### src/rtl/bit_pkg.sv
// Shared definitions for the bit-write / bit-read datapath pair.
// Holds the default word width and the reader state encoding.
package bit_pkg;

    // Default word width, shared with the write-side block
    localparam int WIDTH_DEF = 4;

    // Reader states
    typedef enum logic [1:0] {
        IDLE,
        HOLD,
        SCAN
    } state_t;

endpackage

### src/rtl/bit_reader.sv
// Captures a word and returns its bits over a valid/ready stream,
// either one indexed bit or a full scan from bit 0 upward.
module bit_reader
    import bit_pkg::*;
#(
    parameter  int WIDTH = WIDTH_DEF,
    localparam int IDX_W = $clog2(WIDTH)
) (
    input  logic             clk,
    input  logic             reset,
    input  logic             load,
    input  logic [WIDTH-1:0] x,
    input  logic             req,
    input  logic [IDX_W-1:0] index,
    input  logic             scan,
    output logic             value,
    output logic [IDX_W-1:0] out_index,
    output logic             valid,
    output logic             last,
    input  logic             ready,
    output logic             busy
);

    localparam logic [IDX_W-1:0] LAST_IDX = IDX_W'(WIDTH - 1);

    state_t           state;
    logic [WIDTH-1:0] word;
    logic [IDX_W-1:0] cnt;
    logic [IDX_W-1:0] cnt_nx;

    assign cnt_nx = cnt + 1'b1;
    assign busy   = (state != IDLE);

    // Word register: only updated while idle
    always_ff @(posedge clk) begin
        if (reset) begin
            word <= '0;
        end else if (load && state == IDLE) begin
            word <= x;
        end
    end

    // Control FSM with registered stream outputs
    always_ff @(posedge clk) begin
        if (reset) begin
            state     <= IDLE;
            cnt       <= '0;
            value     <= 1'b0;
            out_index <= '0;
            valid     <= 1'b0;
            last      <= 1'b0;
        end else begin
            unique case (state)
                IDLE: begin
                    if (scan) begin
                        // first bit is fetched next cycle so a
                        // concurrent load is visible to the scan
                        state <= SCAN;
                        cnt   <= '0;
                    end else if (req) begin
                        value     <= word[index];
                        out_index <= index;
                        last      <= 1'b1;
                        valid     <= 1'b1;
                        state     <= HOLD;
                    end
                end
                HOLD: begin
                    if (ready) begin
                        valid <= 1'b0;
                        last  <= 1'b0;
                        state <= IDLE;
                    end
                end
                SCAN: begin
                    if (!valid) begin
                        value     <= word[cnt];
                        out_index <= cnt;
                        last      <= (cnt == LAST_IDX);
                        valid     <= 1'b1;
                    end else if (ready) begin
                        if (cnt == LAST_IDX) begin
                            valid <= 1'b0;
                            last  <= 1'b0;
                            state <= IDLE;
                        end else begin
                            cnt       <= cnt_nx;
                            value     <= word[cnt_nx];
                            out_index <= cnt_nx;
                            last      <= (cnt_nx == LAST_IDX);
                        end
                    end
                end
                default: begin
                    state <= IDLE;
                end
            endcase
        end
    end

endmodule
### config.mk
export PLATFORM = sky130hd
export DESIGN_NAME = bit_reader
export DESIGN_NICKNAME = d
export VERILOG_FILES = /design/src/rtl/bit_pkg.sv /design/src/rtl/bit_reader.sv
export SDC_FILE = /design/constraint.sdc
export NUM_CORES = 1
export LEC_CHECK = 0
export ABC_AREA = 1
export CAP_MARGIN = 0
export CORE_MARGIN = 1.5
export CORE_UTILIZATION = 35
export CTS_CLUSTER_DIAMETER = 200
export DETAILED_ROUTE_END_ITERATION = 8
export PLACE_DENSITY_LB_ADDON = 0.05
export SYNTH_ARGS = -nofsm -noshare
export SYNTH_HDL_FRONTEND = slang
export SYNTH_SLANG_ARGS = --single-unit
### constraint.sdc
create_clock -name clk -period 1.95 [get_ports clk]
set_clock_uncertainty 0.1 [all_clocks]
set_input_delay 0.585 -clock clk [delete_from_list [all_inputs] [get_ports clk]]
set_output_delay 0.585 -clock clk [all_outputs]
set_load 0.005 [all_outputs]
==> results of run 1 <==
==> layout make-up <==
class                   instances  area (um^2)  area share (%)
clock buffers                   4         26.3            2.26
well taps                      30         37.5            3.23
repair buffers                 21          203            17.4
multi-input cells             113          556            47.8
inverters                      20         75.1            6.46
flip-flops and latches         13          265            22.8
==> stage by stage <==
stage	utilization (%)	std cells
2_1_floorplan	-	147
3_3_place_gp	45.7	196
3_5_place_dp	45.7	196
4_1_cts	47.2	201
5_1_grt	47.3	201
6_report	47.3	201
==> per-layer routing <==
metal	GRT usage, %	vias to the layer above	share of wire [%]
met1	22.0	401	47
li1	-	510	-
met2	29.9	17	48
met4	6.41	0	0.91
met3	3.33	4	4.0
met5	0	-	0
==> layout by cell type (no fill, tap or decap), types with 2 or more instances in the layout <==
master,n
buf_4,4
o21ai_1,2
inv_2,2
clkdlybuf4s50_1,16
nand2_1,51
ha_1,3
nor2_1,14
o21ai_2,2
a21oi_1,6
nor2_2,2
nand2_2,4
o21ai_0,10
inv_1,18
nand3_1,12
clkbuf_4,3
dfxtp_1,11
==> how the worst min path moves through the flow <==
stage	cells past startpoint	from	to
finish	2	out_index[1]	out_index[1]
global route	2	out_index[1]	out_index[1]
CTS	2	out_index[1]	out_index[1]
detailed placement	2	out_index[1]	out_index[1]
global placement	2	out_index[1]	out_index[1]
floorplan	2	out_index[1]	out_index[1]
==> power by group <==
part	internal [mW]	switching, mW	leakage (nW)
clock	0.0794	0.0930	0.0150
sequential	0.331	0.0519	0.108
combinational	0.265	0.349	0.453
total	0.675	0.494	0.577
==> tightest hold or removal path, delay by kind of cell (launching register included) <==
family	cells	cell delay, ns
flip-flops	1	0.31
AO/OA/AOI/OAI	1	0.05
AND/OR/NAND/NOR	1	0.08
==> what timing repair did <==
| action | in CTS | in global routing |
|---|---|---|
| setup endpoints to repair | 1 | 2 |
| resized for setup | 2 | 2 |
| buffers inserted | 1 | 0 |
| hold buffers | 0 | 0 |
==> flip-flops by register name, indices dropped and copies added, names as in the netlist <==
register,count
value,1
cnt,2
state,2
word,4
out_index,2
valid,1
last,1
==> cell families after synthesis <==
group | synth area share [%]
AOI/OAI and AO/OA | 13.0
adders and majority gates | 4.18
buffers and inverters | 9.19
DFF | 29.0
and+or+nand+nor | 44.7
==> impl_metrics.py, run 1 <==
metrics = {
    "logic_synthesis": {
        "yosysSeqAreaShare_pct": 29.0,
        "yosysMostFrequentCell": "nand2_1",
        "syn_inst": 147,
        "synth.distinct_cells": 21,
        "synth_area_leaders": "dfxtp_1, nand2_1, inv_1",
        "syn_area_per_cell_um2": 6.11,
        "synth-main-ff-cell": "dfxtp_1",
        "ys_warn_count": 0,
        "netlist.area_leader.share_pct": 29.0,
        "synthTopCellsByCount": "nand2_1, inv_1, nor2_1, dfxtp_1, nand3_1",
        "synth_area_um2": 898,
        "synth_edf_count": 0,
        "syn_nets": 162,
        "synth_area_leader_cell": "dfxtp_1",
        "synth_async_sr_flop_share_pct": 0,
        "ys_ff_latch": 13,
    },
    "clocking": {
        "path_clk_slew_ns": 0.09,
        "cts_buffers": 3,
        "clock_path_buffers": 2,
        "tritoncts": "done",
        "clock_sinks": 13,
        "h-tree-depth": 1,
        "clock-root-buffer": "clkbuf_4",
        "clkLatencyLatePin_ns": 0.28,
    },
    "timing": {
        "period_share_pct": 95.4,
        "hold_violations": 0,
        "setup_viol": 0,
        "fmax_mhz": 538,
        "setup_slack_ns": 0.0906,
        "worstMarginPinSlew_ns": 0.335,
        "maxSlewHeadroom_pct": 77.6,
        "whs_ns": 0.377,
        "finalSetupTns_ns": 0,
        "fin_crit_ns": 1.86,
        "drv_slew": 0,
        "rsz0062_at_grt": "false",
    },
    "worst_setup_path": {
        "cpPeakStageDelay_ns": 0.51,
        "reg2reg_slack_ns": 0.29,
        "crit-reg2reg-launch": "cnt[0]",
        "worstPathArrival_ns": 1.17,
        "critical_path_class": "flop to output port",
        "worstPathRequired_ns": 1.26,
        "crit_family": "buffers and inverters",
        "reg2reg_to": "value",
        "crit_path_start": "valid",
        "path_max_fanout": 5,
        "path_cells": "clkdlybuf4s50_1",
        "crit_slowest_cell": "clkdlybuf4s50_1",
        "reg2reg_depth": 9,
        "end_kind": "output port",
        "start_kind": "flop",
        "crit_path_end": "valid",
        "crit_buf_inv": 1,
        "worst-path-stages": 1,
    },
    "place": {
        "gp_congestion": 0.796,
        "dpl_worst_slack_ns": 0.0439,
        "dpl_cell_area_um2": 1120,
        "dpl.hpwl_um": 1640,
        "io_buffer_count": 17,
    },
    "die": {
        "num_io_pins": 18,
        "start_util_pct": 36.6,
        "core_area_um2": 2450,
        "num_rows": 18,
        "fp.dieW_um": 53.7,
        "die_height_um": 53.7,
        "dieArea_um2": 2880,
    },
    "status": {
        "status": "completed",
    },
    "min_path": {
        "hold_class": "flop to flop",
    },
    "detailed_routing": {
        "drc": 0,
        "drt-total-wl_um": 2210,
        "wl_per_cell_um": 11.0,
        "num_vias": 932,
        "dr.pass1.iters": 4,
        "via_per_inst": 4.64,
        "ant_nets": 0,
        "drt-initial-drc-count": 11,
    },
    "flow_run": {
        "drv_cap": 0,
    },
    "cells_and_area": {
        "synthToLayoutAreaGrowth_pct": 29.4,
        "layout-drive-gt1-share_pct": 13.5,
        "fillers": 263,
        "nets": 187,
        "n_antenna_cell": 0,
        "design_area_um2": 1160,
    },
    "grt": {
        "grt_pass1_wl_um": 3640,
        "grt_max_degree": 12,
        "grt_pass1_vias": 853,
        "antenna_found_initial": 0,
        "grt_usage_pct": 17.6,
        "grt_overflow": 0,
    },
    "power_and_ir_drop": {
        "peakVddDrop_uv": 465,
        "power_leakage_nw": 0.577,
        "total_power_mw": 1.17,
        "powerDensity_nw_per_um2": 1010,
    },
}
(Power assumes the default switching activity.)
==> inputs of run 2 (changes only) <==
Settings changed: CORE_UTILIZATION 35 to 50.
==> impl_metrics.py, run 2 (synthesis results as in run 1) <==
metrics = {
    "clocking": {
        "clock_sinks": 13,
        "cts_buffers": 3,
        "tritoncts": "done",
        "cts_hold_buffers": 0,
        "h-tree-depth": 1,
        "clock-root-buffer": "clkbuf_4",
        "path_clk_slew_ns": 0.09,
        "clkLatencyLatePin_ns": 0.29,
        "clock_path_buffers": 2,
    },
    "place": {
        "dpl_cell_area_um2": 1110,
        "dpl.hpwl_um": 1590,
        "placedCellCount": 191,
        "io_buffer_count": 17,
        "gp_congestion": 0.849,
    },
    "cells_and_area": {
        "nets": 187,
        "design_area_um2": 1160,
        "utilization_pct": 67.7,
        "largest_register_ffs": 4,
        "layout.cells.most_common": "nand2_1",
        "synthToLayoutAreaGrowth_pct": 28.7,
        "n_antenna_cell": 0,
        "mostFrequentLayoutCells": "nand2_1, inv_1, clkdlybuf4s50_1",
        "stdcell_count": 196,
        "regMostFlops": "word",
        "layout-drive-gt1-share_pct": 13.5,
        "fillers": 165,
    },
    "worst_setup_path": {
        "cpPeakStageDelay_ns": 0.51,
        "worstPathArrival_ns": 1.18,
        "path_cells": "clkdlybuf4s50_1",
        "crit_family": "buffers and inverters",
        "worstPathRequired_ns": 1.26,
        "path_max_fanout": 5,
        "start_kind": "flop",
        "crit_slowest_cell": "clkdlybuf4s50_1",
        "critical_path_class": "flop to output port",
        "crit_buf_inv": 1,
        "end_kind": "output port",
    },
    "grt": {
        "grt_usage_pct": 23.2,
        "grt_max_degree": 12,
        "grt_pass1_vias": 842,
        "antenna_found_initial": 0,
        "grt_overflow": 0,
        "grt_pass1_wl_um": 3410,
    },
    "power_and_ir_drop": {
        "powerDensity_nw_per_um2": 1020,
        "peakVddDrop_uv": 579,
        "power.internal_mw": 0.676,
        "power_leakage_nw": 0.577,
        "pwr-share-clk_pct": 15.2,
        "comb_power_share_pct": 52.2,
        "swShare_pct": 42.5,
        "power.switching_mw": 0.499,
        "power.share.sequential_pct": 32.6,
    },
    "detailed_routing": {
        "ant_nets": 0,
        "num_vias": 956,
        "drt-initial-drc-count": 22,
        "drc": 0,
        "wl_per_cell_um": 10.8,
        "dr.pass1.iters": 4,
        "via_per_inst": 4.88,
        "drt-total-wl_um": 2120,
    },
    "die": {
        "die_height_um": 45.4,
        "num_rows": 15,
        "num_io_pins": 18,
        "fp.dieW_um": 45.4,
        "dieArea_um2": 2060,
        "start_util_pct": 52.6,
        "core_area_um2": 1710,
    },
    "timing": {
        "fin_crit_ns": 1.86,
        "period_share_pct": 95.6,
        "maxSlewHeadroom_pct": 78.0,
        "setup_viol": 0,
        "whs_ns": 0.383,
        "finalSetupTns_ns": 0,
        "drv_slew": 0,
        "fmax_mhz": 537,
        "rsz0062_at_grt": "false",
        "worstMarginPinSlew_ns": 0.329,
        "hold_violations": 0,
    },
    "status": {
        "status": "completed",
    },
    "min_path": {
        "hold_class": "flop to flop",
    },
    "flow_run": {
        "drv_cap": 0,
    },
}
## run 2: cell counts in the layout (fill, tap and decap cells not counted)
Identical to the previous run, type by type.
## run 2: metal layers
| layer | track usage (%) | routed length (um) | vias up |
|---|---|---|---|
| li1 | - | - | 505 |
| met1 | 28.9 | 1000 | 414 |
| met2 | 36.6 | 983 | 32 |
| met3 | 4.37 | 91 | 5 |
| met4 | 14.1 | 43 | 0 |
| met5 | 0 | 0 | - |
## run 2: path summary, 6_finish.rpt
kind                       end    startpoint  slack [ns]  cells after the start
setup reg to reg         value        cnt[0]        0.29                      9
setup / recovery         valid         valid        0.09                      1
hold / removal    out_index[1]  out_index[1]        0.38                      2
hold reg to reg   out_index[1]  out_index[1]        0.38                      2
## run 2: layout make-up
cell class / count / area [um^2] / share of cell area, %
Clock buffer: 4 / 26.3 / 2.27
Inverter: 20 / 75.1 / 6.49
Multi-Input combinational cell: 113 / 556 / 48.1
Sequential cell: 13 / 265 / 22.9
Tap cell: 25 / 31.3 / 2.71
Timing Repair Buffer: 21 / 203 / 17.5
## run 2: repair_timing
item                                    4_1_cts  5_1_grt
pin swaps                                     0        0
gates resized for setup                       2        2
buffers inserted                              1        0
endpoints found under the setup margin        1        2
## run 2: metrics by stage
| stage | total power [mW] | setup slack [ns] |
|---|---|---|
| floorplan | 0.790 | 0.522 |
| global placement | 0.977 | 0.0516 |
| detailed placement | 0.991 | -0.0382 |
| CTS | 1.18 | 0.00149 |
| global route | 1.27 | 0.0560 |
| finish | 1.17 | 0.0866 |
## run 2: power by group through the flow
stage | combinational, mW | clock, mW | sequential, mW
6_report | 0.613 | 0.179 | 0.383
5_1_grt | 0.693 | 0.187 | 0.392
4_1_cts | 0.613 | 0.182 | 0.381
3_5_place_dp | 0.602 | 0 | 0.390
3_3_place_gp | 0.588 | 0 | 0.388
2_1_floorplan | 0.396 | 0 | 0.393
## run 2: worst reg2reg max path, stage by stage, from the launching register on
cell and delay [ns]:
dfxtp_1 0.48, inv_1 0.17, ha_1 0.33, inv_1 0.07, nand3_1 0.08, nand2_1 0.05
nand2_1 0.05, nand2_1 0.06, nor2_1 0.11, nor2_1 0.04
==> inputs of run 3 (changes only) <==
Settings changed: CORE_UTILIZATION 50 to 40, SETUP_SLACK_MARGIN set to 0.5.
Clock period 1.95 ns to 1.9 ns, I/O delays scaled along.
==> impl_metrics.py, run 3 (synthesis results as in run 1) <==
metrics = {
    "die": {
        "core_area_um2": 2040,
        "start_util_pct": 44.0,
        "fp.dieW_um": 50.4,
        "die_height_um": 50.4,
        "num_io_pins": 18,
        "num_rows": 16,
        "dieArea_um2": 2540,
    },
    "grt": {
        "top_usage_layer": "met2",
        "globalRouteMet2Util_pct": 33.3,
        "grt_pass1_wl_um": 3840,
        "grt_util_met1_pct": 25.5,
        "antenna_found_initial": 0,
        "grt_pass1_vias": 912,
        "grt_usage_pct": 20.0,
        "use_met3_pct": 3.57,
        "grt_max_degree": 12,
        "grt_overflow": 0,
    },
    "detailed_routing": {
        "ant_nets": 0,
        "via_per_inst": 4.92,
        "drt-total-wl_um": 2300,
        "dr.pass1.iters": 5,
        "drt-initial-drc-count": 18,
        "wl_per_cell_um": 11.3,
        "drc": 0,
        "num_vias": 1003,
    },
    "place": {
        "dpl_worst_slack_ns": -0.0230,
        "dpl.hpwl_um": 1600,
        "io_buffer_count": 17,
        "placedCellCount": 193,
        "gp_congestion": 0.885,
    },
    "cells_and_area": {
        "regMostFlops": "word",
        "largest_register_ffs": 4,
        "fillers": 220,
        "layout-drive-gt1-share_pct": 32.2,
        "n_antenna_cell": 0,
        "stdcell_count": 204,
        "layout.cells.most_common": "nand2_1",
        "nets": 193,
        "mostFrequentLayoutCells": "nand2_1, nor2_1, nand3_1",
        "synthToLayoutAreaGrowth_pct": 36.5,
    },
    "clocking": {
        "tritoncts": "done",
        "path_clk_slew_ns": 0.08,
        "clock_sinks": 13,
        "clock_path_buffers": 2,
        "cts_hold_buffers": 0,
        "clkLatencyLatePin_ns": 0.28,
        "h-tree-depth": 1,
        "clock-root-buffer": "clkbuf_4",
        "cts_buffers": 3,
    },
    "min_path": {
        "hold_start": "out_index[1]",
        "hold_class": "flop to flop",
    },
    "worst_setup_path": {
        "worstPathArrival_ns": 0.88,
        "crit-reg2reg-launch": "state[1]",
        "critical_path_class": "flop to output port",
        "path_cells": "nor2_4 -> inv_2 -> buf_2",
        "crit_slowest_cell": "dfxtp_2",
        "path_max_fanout": 2,
        "crit_path_start": "state[0]",
        "worstPathRequired_ns": 1.23,
        "end_kind": "output port",
        "crit_family": "flip-flops",
        "cpPeakStageDelay_ns": 0.34,
        "crit_buf_inv": 2,
        "start_kind": "flop",
    },
    "timing": {
        "fin_crit_ns": 1.55,
        "rsz0062_at_grt": "true",
        "hold_violations": 0,
        "worstMarginPinSlew_ns": 0.192,
        "fmax_mhz": 644,
        "drv_slew": 0,
        "whs_ns": 0.372,
        "setup_slack_ns": 0.346,
        "period_share_pct": 81.8,
        "maxSlewHeadroom_pct": 87.2,
        "setup_viol": 0,
    },
    "power_and_ir_drop": {
        "peakVddDrop_uv": 610,
        "powerDensity_nw_per_um2": 1060,
        "power_leakage_nw": 0.609,
    },
    "status": {
        "status": "completed",
    },
    "flow_run": {
        "drv_cap": 0,
    },
}
==> run 3: stage by stage <==
step	TNS [ns]	total power, mW	utilization (%)	area (um^2)
after floorplan	0	0.812	-	900
after global placement	0	1.01	54.8	1120
after detailed placement	-0.0230	1.02	54.8	1120
after CTS	0	1.29	59.4	1210
after global routing	0	1.42	60.0	1230
final	0	1.31	60.0	1230
==> run 3: area by class of cell <==
| cell class | count | area (um^2) | share of cell area [%] |
|---|---|---|---|
| clock buffer | 4 | 26.3 | 2.14 |
| inverter | 20 | 77.6 | 6.33 |
| multi-input combinational | 113 | 593 | 48.4 |
| sequential | 13 | 279 | 22.8 |
| tap | 27 | 33.8 | 2.76 |
| timing repair buffer | 27 | 216 | 17.7 |
==> run 3: where the power goes <==
group	leakage, nW	switching, mW	internal [mW]
Clock	0.0150	0.0985	0.0816
Combinational	0.482	0.409	0.312
Sequential	0.112	0.0518	0.352
Total	0.609	0.560	0.746
==> run 3: what timing repair did <==
action                                  4_1_cts  5_1_grt
endpoints found under the setup margin       19       15
buffers inserted                              7        0
pin swaps                                     2        4
resized for setup                            52        9
==> run 3: worst paths after layout <==
| path | endpoint | slack [ns] | depth (start not counted) |
|---|---|---|---|
| max | busy | 0.35 | 3 |
| min | out_index[1] | 0.37 | 2 |
| max reg2reg | value | 0.52 | 9 |
| min reg2reg | out_index[1] | 0.37 | 2 |
==> run 3: per-layer routing <==
layer | up-vias | part of all wire, %
met5 | - | 0
met4 | 0 | 1.7
met3 | 5 | 4.6
met2 | 22 | 45
met1 | 453 | 49
li1 | 523 | -
==> run 3: worst reg2reg max path: stages (launching register included) <==
cell and delay, ns:
dfxtp_4 0.36, buf_4 0.15, inv_2 0.11, nor2_8 0.05, nand2_1 0.12, nand2_2 0.08
nor2_4 0.13, nand2_1 0.06, nor2_1 0.09, nor2_1 0.04
